### src/rtl/can_tx_arbiter.sv
// CAN transmit-side arbiter: picks the lowest-ID pending mailbox once the bus is idle,
// drives SOF and the 11-bit identifier bit-by-bit, and hands the bus to a frame transmitter.
module can_tx_arbiter #(
  parameter int NUM_MB    = 4,
  parameter int IDLE_BITS = 11
) (
  input  logic                      clk,
  input  logic                      rst,
  input  logic                      bit_tick,
  input  logic                      rxd,
  output logic                      txd,
  input  logic [NUM_MB-1:0]         mb_load,
  input  logic [10:0]               mb_id,
  input  logic [NUM_MB-1:0]         mb_abort,
  output logic [NUM_MB-1:0]         mb_pending,
  output logic [$clog2(NUM_MB)-1:0] sel_mb,
  output logic                      arb_active,
  output logic                      arb_won,
  output logic                      arb_lost,
  output logic                      tx_grant,
  input  logic                      tx_done,
  input  logic                      tx_error,
  output logic                      tx_ok,
  output logic [3:0]                retry_cnt
);

  localparam int SEL_W = $clog2(NUM_MB);
  localparam int CNT_W = $clog2(IDLE_BITS + 1);
  localparam logic [CNT_W-1:0] IDLE_MAX = CNT_W'(IDLE_BITS);

  typedef enum logic [1:0] {
    S_IDLE,
    S_SOF,
    S_ARB,
    S_GRANT
  } state_t;

  state_t             state_q, state_d;
  logic               txd_q, txd_d;
  logic [SEL_W-1:0]   sel_q, sel_d;
  logic [10:0]        cur_id_q, cur_id_d;
  logic [3:0]         bit_idx_q, bit_idx_d;
  logic [3:0]         bit_idx_m1;
  logic [CNT_W-1:0]   idle_cnt_q, idle_cnt_d;
  logic [3:0]         retry_q, retry_d;
  logic               arb_active_q, arb_active_d;
  logic               arb_won_q, arb_won_d;
  logic               arb_lost_q, arb_lost_d;
  logic               tx_grant_q, tx_grant_d;
  logic               tx_ok_q, tx_ok_d;
  logic               clr_sel;
  logic               retry_inc;

  logic [NUM_MB-1:0]  pend_vec;
  logic [10:0]        slot_id [NUM_MB];

  logic [SEL_W-1:0]   best_idx;
  logic [10:0]        best_id;
  logic               any_pending;

  // Mailbox slots; the slot owned by an in-flight attempt is frozen against load/abort.
  for (genvar gi = 0; gi < NUM_MB; gi++) begin : g_slot
    logic        pend_q, pend_d;
    logic [10:0] id_q, id_d;
    logic        locked;

    assign locked       = (state_q != S_IDLE) && (sel_q == SEL_W'(gi));
    assign pend_vec[gi] = pend_q;
    assign slot_id[gi]  = id_q;

    always_comb begin
      pend_d = pend_q;
      id_d   = id_q;
      if (locked) begin
        if (clr_sel) pend_d = 1'b0;
      end else if (mb_abort[gi]) begin
        pend_d = 1'b0;
      end else if (mb_load[gi]) begin
        pend_d = 1'b1;
        id_d   = mb_id;
      end
    end

    always_ff @(posedge clk) begin
      if (rst) begin
        pend_q <= 1'b0;
        id_q   <= '0;
      end else begin
        pend_q <= pend_d;
        id_q   <= id_d;
      end
    end
  end

  // Lowest identifier wins; strict compare keeps the lower index on a tie.
  always_comb begin
    best_idx    = '0;
    best_id     = '1;
    any_pending = 1'b0;
    for (int i = 0; i < NUM_MB; i++) begin
      if (pend_vec[i] && (!any_pending || slot_id[i] < best_id)) begin
        best_idx    = SEL_W'(i);
        best_id     = slot_id[i];
        any_pending = 1'b1;
      end
    end
  end

  assign bit_idx_m1 = bit_idx_q - 4'd1;

  always_comb begin
    state_d    = state_q;
    txd_d      = txd_q;
    sel_d      = sel_q;
    cur_id_d   = cur_id_q;
    bit_idx_d  = bit_idx_q;
    idle_cnt_d = idle_cnt_q;
    retry_d    = retry_q;
    tx_grant_d = tx_grant_q;
    arb_won_d  = 1'b0;
    arb_lost_d = 1'b0;
    tx_ok_d    = 1'b0;
    clr_sel    = 1'b0;
    retry_inc  = 1'b0;

    if (bit_tick && state_q != S_GRANT) begin
      if (!rxd) begin
        idle_cnt_d = '0;
      end else if (idle_cnt_q != IDLE_MAX) begin
        idle_cnt_d = idle_cnt_q + CNT_W'(1);
      end
    end

    case (state_q)
      S_IDLE: begin
        txd_d = 1'b1;
        if (idle_cnt_q == IDLE_MAX && any_pending) begin
          sel_d    = best_idx;
          cur_id_d = best_id;
          txd_d    = 1'b0;
          state_d  = S_SOF;
        end
      end
      S_SOF: begin
        if (bit_tick) begin
          if (!rxd) begin
            txd_d     = cur_id_q[10];
            bit_idx_d = 4'd10;
            state_d   = S_ARB;
          end else begin
            txd_d   = 1'b1;
            state_d = S_IDLE;
          end
        end
      end
      S_ARB: begin
        if (bit_tick) begin
          if (txd_q && !rxd) begin
            txd_d      = 1'b1;
            arb_lost_d = 1'b1;
            retry_inc  = 1'b1;
            state_d    = S_IDLE;
          end else if (bit_idx_q == 4'd0) begin
            txd_d      = 1'b1;
            arb_won_d  = 1'b1;
            tx_grant_d = 1'b1;
            state_d    = S_GRANT;
          end else begin
            bit_idx_d = bit_idx_m1;
            txd_d     = cur_id_q[bit_idx_m1];
          end
        end
      end
      S_GRANT: begin
        txd_d = 1'b1;
        if (tx_done) begin
          clr_sel    = 1'b1;
          tx_ok_d    = 1'b1;
          retry_d    = 4'd0;
          tx_grant_d = 1'b0;
          state_d    = S_IDLE;
        end else if (tx_error) begin
          retry_inc  = 1'b1;
          tx_grant_d = 1'b0;
          state_d    = S_IDLE;
        end
      end
      default: begin
        txd_d   = 1'b1;
        state_d = S_IDLE;
      end
    endcase

    if (retry_inc && retry_q != 4'hF) retry_d = retry_q + 4'd1;
    // Every return to IDLE demands a fresh run of recessive bits.
    if (state_q != S_IDLE && state_d == S_IDLE) idle_cnt_d = '0;
    arb_active_d = (state_d == S_SOF) || (state_d == S_ARB);
  end

  always_ff @(posedge clk) begin
    if (rst) begin
      state_q      <= S_IDLE;
      txd_q        <= 1'b1;
      sel_q        <= '0;
      cur_id_q     <= '0;
      bit_idx_q    <= '0;
      idle_cnt_q   <= '0;
      retry_q      <= '0;
      arb_active_q <= 1'b0;
      arb_won_q    <= 1'b0;
      arb_lost_q   <= 1'b0;
      tx_grant_q   <= 1'b0;
      tx_ok_q      <= 1'b0;
    end else begin
      state_q      <= state_d;
      txd_q        <= txd_d;
      sel_q        <= sel_d;
      cur_id_q     <= cur_id_d;
      bit_idx_q    <= bit_idx_d;
      idle_cnt_q   <= idle_cnt_d;
      retry_q      <= retry_d;
      arb_active_q <= arb_active_d;
      arb_won_q    <= arb_won_d;
      arb_lost_q   <= arb_lost_d;
      tx_grant_q   <= tx_grant_d;
      tx_ok_q      <= tx_ok_d;
    end
  end

  assign txd        = txd_q;
  assign mb_pending = pend_vec;
  assign sel_mb     = sel_q;
  assign arb_active = arb_active_q;
  assign arb_won    = arb_won_q;
  assign arb_lost   = arb_lost_q;
  assign tx_grant   = tx_grant_q;
  assign tx_ok      = tx_ok_q;
  assign retry_cnt  = retry_q;

endmodule
### config.mk
export PLATFORM = sky130hd
export DESIGN_NAME = can_tx_arbiter
export DESIGN_NICKNAME = d
export VERILOG_FILES = /design/src/rtl/can_tx_arbiter.sv
export SDC_FILE = /design/constraint.sdc
export NUM_CORES = 1
export LEC_CHECK = 0
export CAP_MARGIN = 20
export CORE_MARGIN = 4
export CORE_UTILIZATION = 55
export CTS_CLUSTER_DIAMETER = 50
export CTS_CLUSTER_SIZE = 12
export DETAILED_ROUTE_END_ITERATION = 10
export GPL_TIMING_DRIVEN = 0
export PLACE_DENSITY = 0.78
export SLEW_MARGIN = 20
export SYNTH_ARGS = -nofsm -noshare
export SYNTH_HDL_FRONTEND = slang
export SYNTH_SLANG_ARGS = --single-unit
### constraint.sdc
create_clock -name clk -period 6.5 [get_ports clk]
set_input_delay 0.975 -clock clk [delete_from_list [all_inputs] [get_ports clk]]
set_output_delay 0.975 -clock clk [all_outputs]
set_load 0.02 [all_outputs]
==> impl_metrics.ini, run 1 <==
[outcome]
status = completed

[worst_setup_path]
rr_startpoint = g_slot[0].pend_q
cp_max_fo = 10
crit_top_cell = buf_4
cp.required_ps = 6750
reg2reg_depth = 29
endpoint_kind = flop
worstSetupStartpointType = flop
arrival_ps = 6510
ff2ff_setup_slack_ps = 240
critical_path_class = reg -> reg
cp_slowest_cell = a2111oi_1
r2r_end = cur_id_q[10]
cpPeakStageDelay_ps = 460

[grt]
grt_pass1_vias = 3780
antenna_found_initial = 0
groute.usage.overall_pct = 23.46
grt_pass1_wl_mm = 18.96
grt_max_degree = 15
grt_overflow_total = 0

[synth]
ys_types = 65
synth_area_per_cell_um2 = 9.007
synth_top_area_cell = dfxtp_1
synth_nets = 582
synth.area.top_cells = dfxtp_1 (34%), mux2i_1 (10%), ha_1 (9.0%)
synth_ff_type = dfxtp_1
synth_top_area_share_pct = 34.42
async_flop_share_pct = 0
synth_area_um2 = 4711
ys_top_cells_by_count = dfxtp_1 (81), nor2_1 (72), mux2i_1 (47)
synth.most_common_cell = dfxtp_1
yosys_warnings = 0
synth.yosys.seq_area_share_pct = 34.42
synth_cells = 523
synth-edff-count = 0
synth_seq_cells = 81

[final_layout]
fin_cells = 691
drive_gt1_share_pct = 17.41
nNetsFinal = 640
insertedDiodeCount = 0
areaGrowthSynthToFinish_pct = 20.64
fillers = 623

[min_path]
hold_end = bit_idx_q[1]
min_path_cells = 2
hp-start = bit_idx_q[1]
min_path_type = reg -> reg

[route]
antenna_left = 0
vias = 4150
dr.pass1.iters = 5
drt_iter0_markers = 271
vias_per_cell = 6.006
wire_per_inst_um = 17.48
wirelength_mm = 12.08
route.detailed.drc = 0

[timing]
relSlewSlack_pct = 54.30
holdWs_ps = 476.4
fin_crit_sh_pct = 96.28
setup-violations-final = 0
final.min_clock_period_ps = 6258
max_freq_mhz = 159.8
hold_viol = 0
maxSlewViolCount = 0
worstMarginPinSlew_ps = 684.0
skew_ps = 11.25

[pwr]
p_switching_uw = 342.5
power.share.clock_pct = 37.6
pwr-share-seq_pct = 43.1
p_leak_uw = 0.002340
ir_drop_v = 0.0001466
intPower_uw = 882.3
power.share.switching_pct = 27.97
p_per_area_nw_per_um2 = 215.5
combPwrFrac_pct = 19.3

[clock_tree]
clockBufferDepth = 2
clockRootBuffer = clkbuf_8
cts_hold_buf = 0
clkTransAtPathRegs_ps = 90
ctsHtreeMaxLevel = 3
cts_made_buffers = 9
clock_latency_ps = 360
cts_tree = built
cts.sinks = 81

[die]
start_util_pct = 57.05
io_pins = 41
rows = 33
die_area_um2 = 10110
fp.dieW_um = 100.5
core_region_area_um2 = 8258
die_h_um = 100.5

[placed_design]
dpl.cell_count = 666
hpwl_mm = 8.939
routabilityCongestion = 0.9717
portBuffers = 38

[flow_run]
cap_viol_max_count = 0
-- cells in the final DEF, fill, tap and decap left out, types with 3 or more instances in the layout --
cell type / count
nand2b_1: 6
nor3b_1: 4
buf_6: 4
inv_1: 10
o21ai_2: 11
nor2_1: 72
o22ai_2: 4
a211oi_1: 3
buf_4: 16
mux2i_1: 47
dfxtp_1: 81
o22ai_1: 7
a32oi_1: 10
buf_2: 6
nand2_1: 30
bufinv_16: 3
o211ai_1: 3
a31oi_2: 9
and3_1: 4
a21oi_2: 8
nand3_1: 9
a21o_1: 5
clkbuf_8: 10
xor2_1: 3
a21oi_1: 32
nor2b_1: 14
nor3_1: 11
clkdlybuf4s50_1: 38
a31oi_1: 5
o21ai_0: 13
clkbuf_1: 15
ha_1: 33
nand3b_1: 4
-- power groups by stage --
stage | Clock [uW] | Sequential (uW) | Combinational, uW
6_report | 461 | 528 | 236
5_1_grt | 490 | 530 | 256
4_1_cts | 466 | 526 | 211
3_5_place_dp | 0 | 538 | 208
3_3_place_gp | 0 | 537 | 201
2_1_floorplan | 0 | 533 | 149
-- cells by family (layout without fill, tap and decap cells) --
kind of cell / Yosys count / in the layout / synth area share [%]
AND/OR/NAND/NOR: 172 / 172 / 17.74
AO/OA/AOI/OAI: 137 / 137 / 21.97
flip-flops: 81 / 81 / 34.42
multiplexers: 50 / 50 / 11.18
buffers and inverters: 44 / 107 / 4.728
adder cells (fa/ha/maj): 34 / 34 / 9.031
XOR/XNOR: 5 / 5 / 0.9298
-- area by class of cell --
type	instances	area, um2	share of cell area (%)
clock buffer	10	137.6	2.422
multi-input combinational	398	2997	52.73
tap	105	131.4	2.312
timing repair buffer	47	445.4	7.838
sequential	81	1622	28.53
buffer	34	197.7	3.479
clock inverter	6	115.1	2.026
inverter	10	37.54	0.6605
-- critical path: cells and delay by family, from the launching register on --
| family | cells | cell delay (ps) |
|---|---|---|
| fa+ha+maj | 3 | 820 |
| flops | 1 | 330 |
| buf+inv | 7 | 1140 |
| compound gates | 15 | 2990 |
| simple gates | 4 | 870 |
-- state kept, by name (all words and copies together), names as in the netlist --
signal	count
bit_idx_q	4
cur_id_q	11
idle_cnt_q	4
tx_ok	1
sel_mb	2
arb_lost	1
g_slot.id_q	44
retry_cnt	4
tx_grant	1
arb_won	1
state_q	2
arb_active	1
txd	1
g_slot.pend_q	4
-- worst max path at each step --
stage / from / endpoint / slack (ps)
floorplan: g_slot[0].pend_q / cur_id_q[4] / 600
global placement: g_slot[0].pend_q / cur_id_q[6] / -300
detailed placement: g_slot[0].pend_q / cur_id_q[6] / -470
CTS: g_slot[0].pend_q / cur_id_q[10] / 3
global route: g_slot[0].pend_q / cur_id_q[1] / -160
finish: g_slot[0].pend_q / cur_id_q[10] / 240
-- through the flow --
step / util [%] / cell area [um2] / setup TNS (ps) / total power, uW / worst slack, ps
6_report: 68.82 / 5683 / 0 / 1225 / 242.0
5_1_grt: 68.82 / 5683 / -1321 / 1276 / -155.8
4_1_cts: 66.55 / 5495 / 0 / 1203 / 3.309
3_3_place_gp: 63.24 / 5223 / -3475 / 738.4 / -303.4
2_1_floorplan: - / 4711 / 0 / 681.7 / 595.7
3_5_place_dp: 63.24 / 5223 / -5400 / 745.7 / -465.7
-- metal layers --
layer / global-route usage (%) / part of all wire, %
met1: 31.17 / 44
met2: 38.89 / 48
met3: 4.291 / 5.5
met4: 6.839 / 2.0
met5: 0 / 0
-- what timing repair did --
item / in CTS / in global routing
pin swaps: 0 / 3
gates resized for setup: 5 / 25
setup endpoints to repair: 13 / 13
setup buffers: 0 / 8
cloned: 0 / 1
hold endpoints to repair: 0 / 0
(Power assumes the default switching activity.)
==> run 2: changes to the inputs <==
CORE_UTILIZATION = 45   (was 55)
PLACE_DENSITY = 0.67   (was 0.78)
==> impl_metrics.ini, run 2 (synthesis results as in run 1) <==
[pwr]
combPwrFrac_pct = 22.5
power.share.clock_pct = 29.5
p_leak_uw = 0.002307
ir_drop_v = 0.0001019
intPower_uw = 756.8
p_switching_uw = 342.2
power.share.switching_pct = 31.13
pwr-share-seq_pct = 48.1
total_power_uw = 1099
p_per_area_nw_per_um2 = 191.9

[grt]
grt_max_degree = 14
grt_pass1_wl_mm = 20.15
groute.usage.overall_pct = 21.58
antenna_found_initial = 0
grt_overflow_total = 0
grt_pass1_vias = 4027

[final_layout]
fillers = 948
areaGrowthSynthToFinish_pct = 21.54
most-common-layout-cells = dfxtp_1 (81), nor2_1 (72), mux2i_1 (47)
nNetsFinal = 640
final_common_cell = dfxtp_1
largest_reg_flops = 44
reg_top3 = g_slot.id_q (44), cur_id_q (11)
largest-register = g_slot.id_q
drive_gt1_share_pct = 18.26
insertedDiodeCount = 0

[timing]
setup_slack_ps = 193.0
holdWs_ps = 466.3
relSlewSlack_pct = 50.84
fin_crit_sh_pct = 97.03
setup-violations-final = 0
hold_viol = 0
maxSlewViolCount = 0
final.min_clock_period_ps = 6307
max_freq_mhz = 158.6
skew_ps = 17.44
worstMarginPinSlew_ps = 735.8

[route]
wirelength_mm = 12.55
antenna_left = 0
dr.pass1.iters = 4
drt_iter0_markers = 218
vias_per_cell = 5.697
vias = 4113
route.detailed.drc = 0
wire_per_inst_um = 17.38

[die]
rows = 37
io_pins = 41
fp.dieW_um = 110.3
start_util_pct = 45.84
die_area_um2 = 12170
core_region_area_um2 = 10280
die_h_um = 110.3

[flow_run]
cap_viol_max_count = 0

[worst_setup_path]
endpoint_kind = flop
arrival_ps = 6550
cp_max_fo = 10
ff2ff_setup_slack_ps = 190
worstSetupStartpointType = flop
path_delay_family = compound AO/OA/AOI/OAI gates
cpPeakStageDelay_ps = 370
cp.required_ps = 6750
critPathBufInv = 7
rr_startpoint = g_slot[0].pend_q
critical_path_class = reg -> reg
crit_top_cell = buf_6
reg2reg_depth = 30
cp_slowest_cell = ha_1
r2r_end = cur_id_q[5]

[min_path]
min_path_cells = 2
hold_end = cur_id_q[1]
hp-start = cur_id_q[1]
min_path_type = reg -> reg

[clock_tree]
clock_latency_ps = 360
clkTransAtPathRegs_ps = 80
cts_tree = built
cts.sinks = 81
clockBufferDepth = 2
ctsHtreeMaxLevel = 3
cts_made_buffers = 9
clockRootBuffer = clkbuf_8

[placed_design]
routabilityCongestion = 0.8671
pre_cts_ws_ps = -633.5
portBuffers = 38
hpwl_mm = 9.528

[outcome]
status = completed
## run 2: cell count changes in the layout (fill, tap and decap cells not counted), moves of 2 or more
cell	before	now
buf_4	16	12
buf_6	4	7
bufinv_16	3	0
a31oi_4	1	3
clkbuf_1	15	17
clkbuf_4	1	3
clkinv_2	0	2
clkinv_4	2	0
clkinvlp_4	1	3
## run 2: worst max path at each step
stage / cells past startpoint / start / endpoint
after global routing: 30 / g_slot[0].pend_q / cur_id_q[5]
after floorplan: 26 / g_slot[0].pend_q / cur_id_q[4]
after detailed placement: 26 / g_slot[0].pend_q / cur_id_q[6]
after global placement: 26 / g_slot[0].pend_q / cur_id_q[6]
after CTS: 29 / g_slot[0].pend_q / cur_id_q[3]
final: 30 / g_slot[0].pend_q / cur_id_q[5]
## run 2: cell type report
cell class	count	area [um2]	share of cell area, %
plain buffers	34	209.0	3.649
clock buffers	11	131.4	2.295
clock inverters	5	32.53	0.5682
inverters	10	37.54	0.6556
multi-input cells	398	3075	53.72
flip-flops and latches	81	1622	28.32
well taps	136	170.2	2.972
repair buffers	47	447.9	7.823
## run 2: power by group through the flow
stage	Sequential (uW)	Clock [uW]	Combinational, uW
after CTS	526	331	217
after floorplan	533	0	149
after detailed placement	538	0	212
final	528	324	247
after global routing	530	355	271
after global placement	537	0	204
## run 2: timing repair
| item | CTS | global route |
|---|---|---|
| endpoints found under the setup margin | 13 | 13 |
| buffers inserted | 2 | 6 |
| endpoints found under the hold margin | 0 | 0 |
| hold buffers | 0 | 0 |
| pin swaps | 1 | 6 |
| gates cloned | 0 | 1 |
| resized for setup | 8 | 39 |
## run 2: layer usage
metal / track usage, % / vias to the layer above / share of wire, %
met1: 27.25 / 1980 / 45
li1: - / 2029 / -
met5: 0 / - / 0
met2: 36.87 / 84 / 50
met4: 6.596 / 0 / 2.2
met3: 4.601 / 20 / 3.4
## run 2: worst min-delay path, stage by stage, from the launching register on
cell     delay, ps
dfxtp_1        330
a32oi_1         60
o21ai_2         50
## run 2: per-stage QoR
step                instances  setup TNS (ps)  util [%]  instance area [um2]
global route              722          -187.9     55.71                 5725
global placement          697           -4493     51.19                 5261
floorplan                 523               0         -                 4711
finish                    722               0     55.71                 5725
CTS                       715               0     53.31                 5479
detailed placement        697           -7586     51.19                 5261
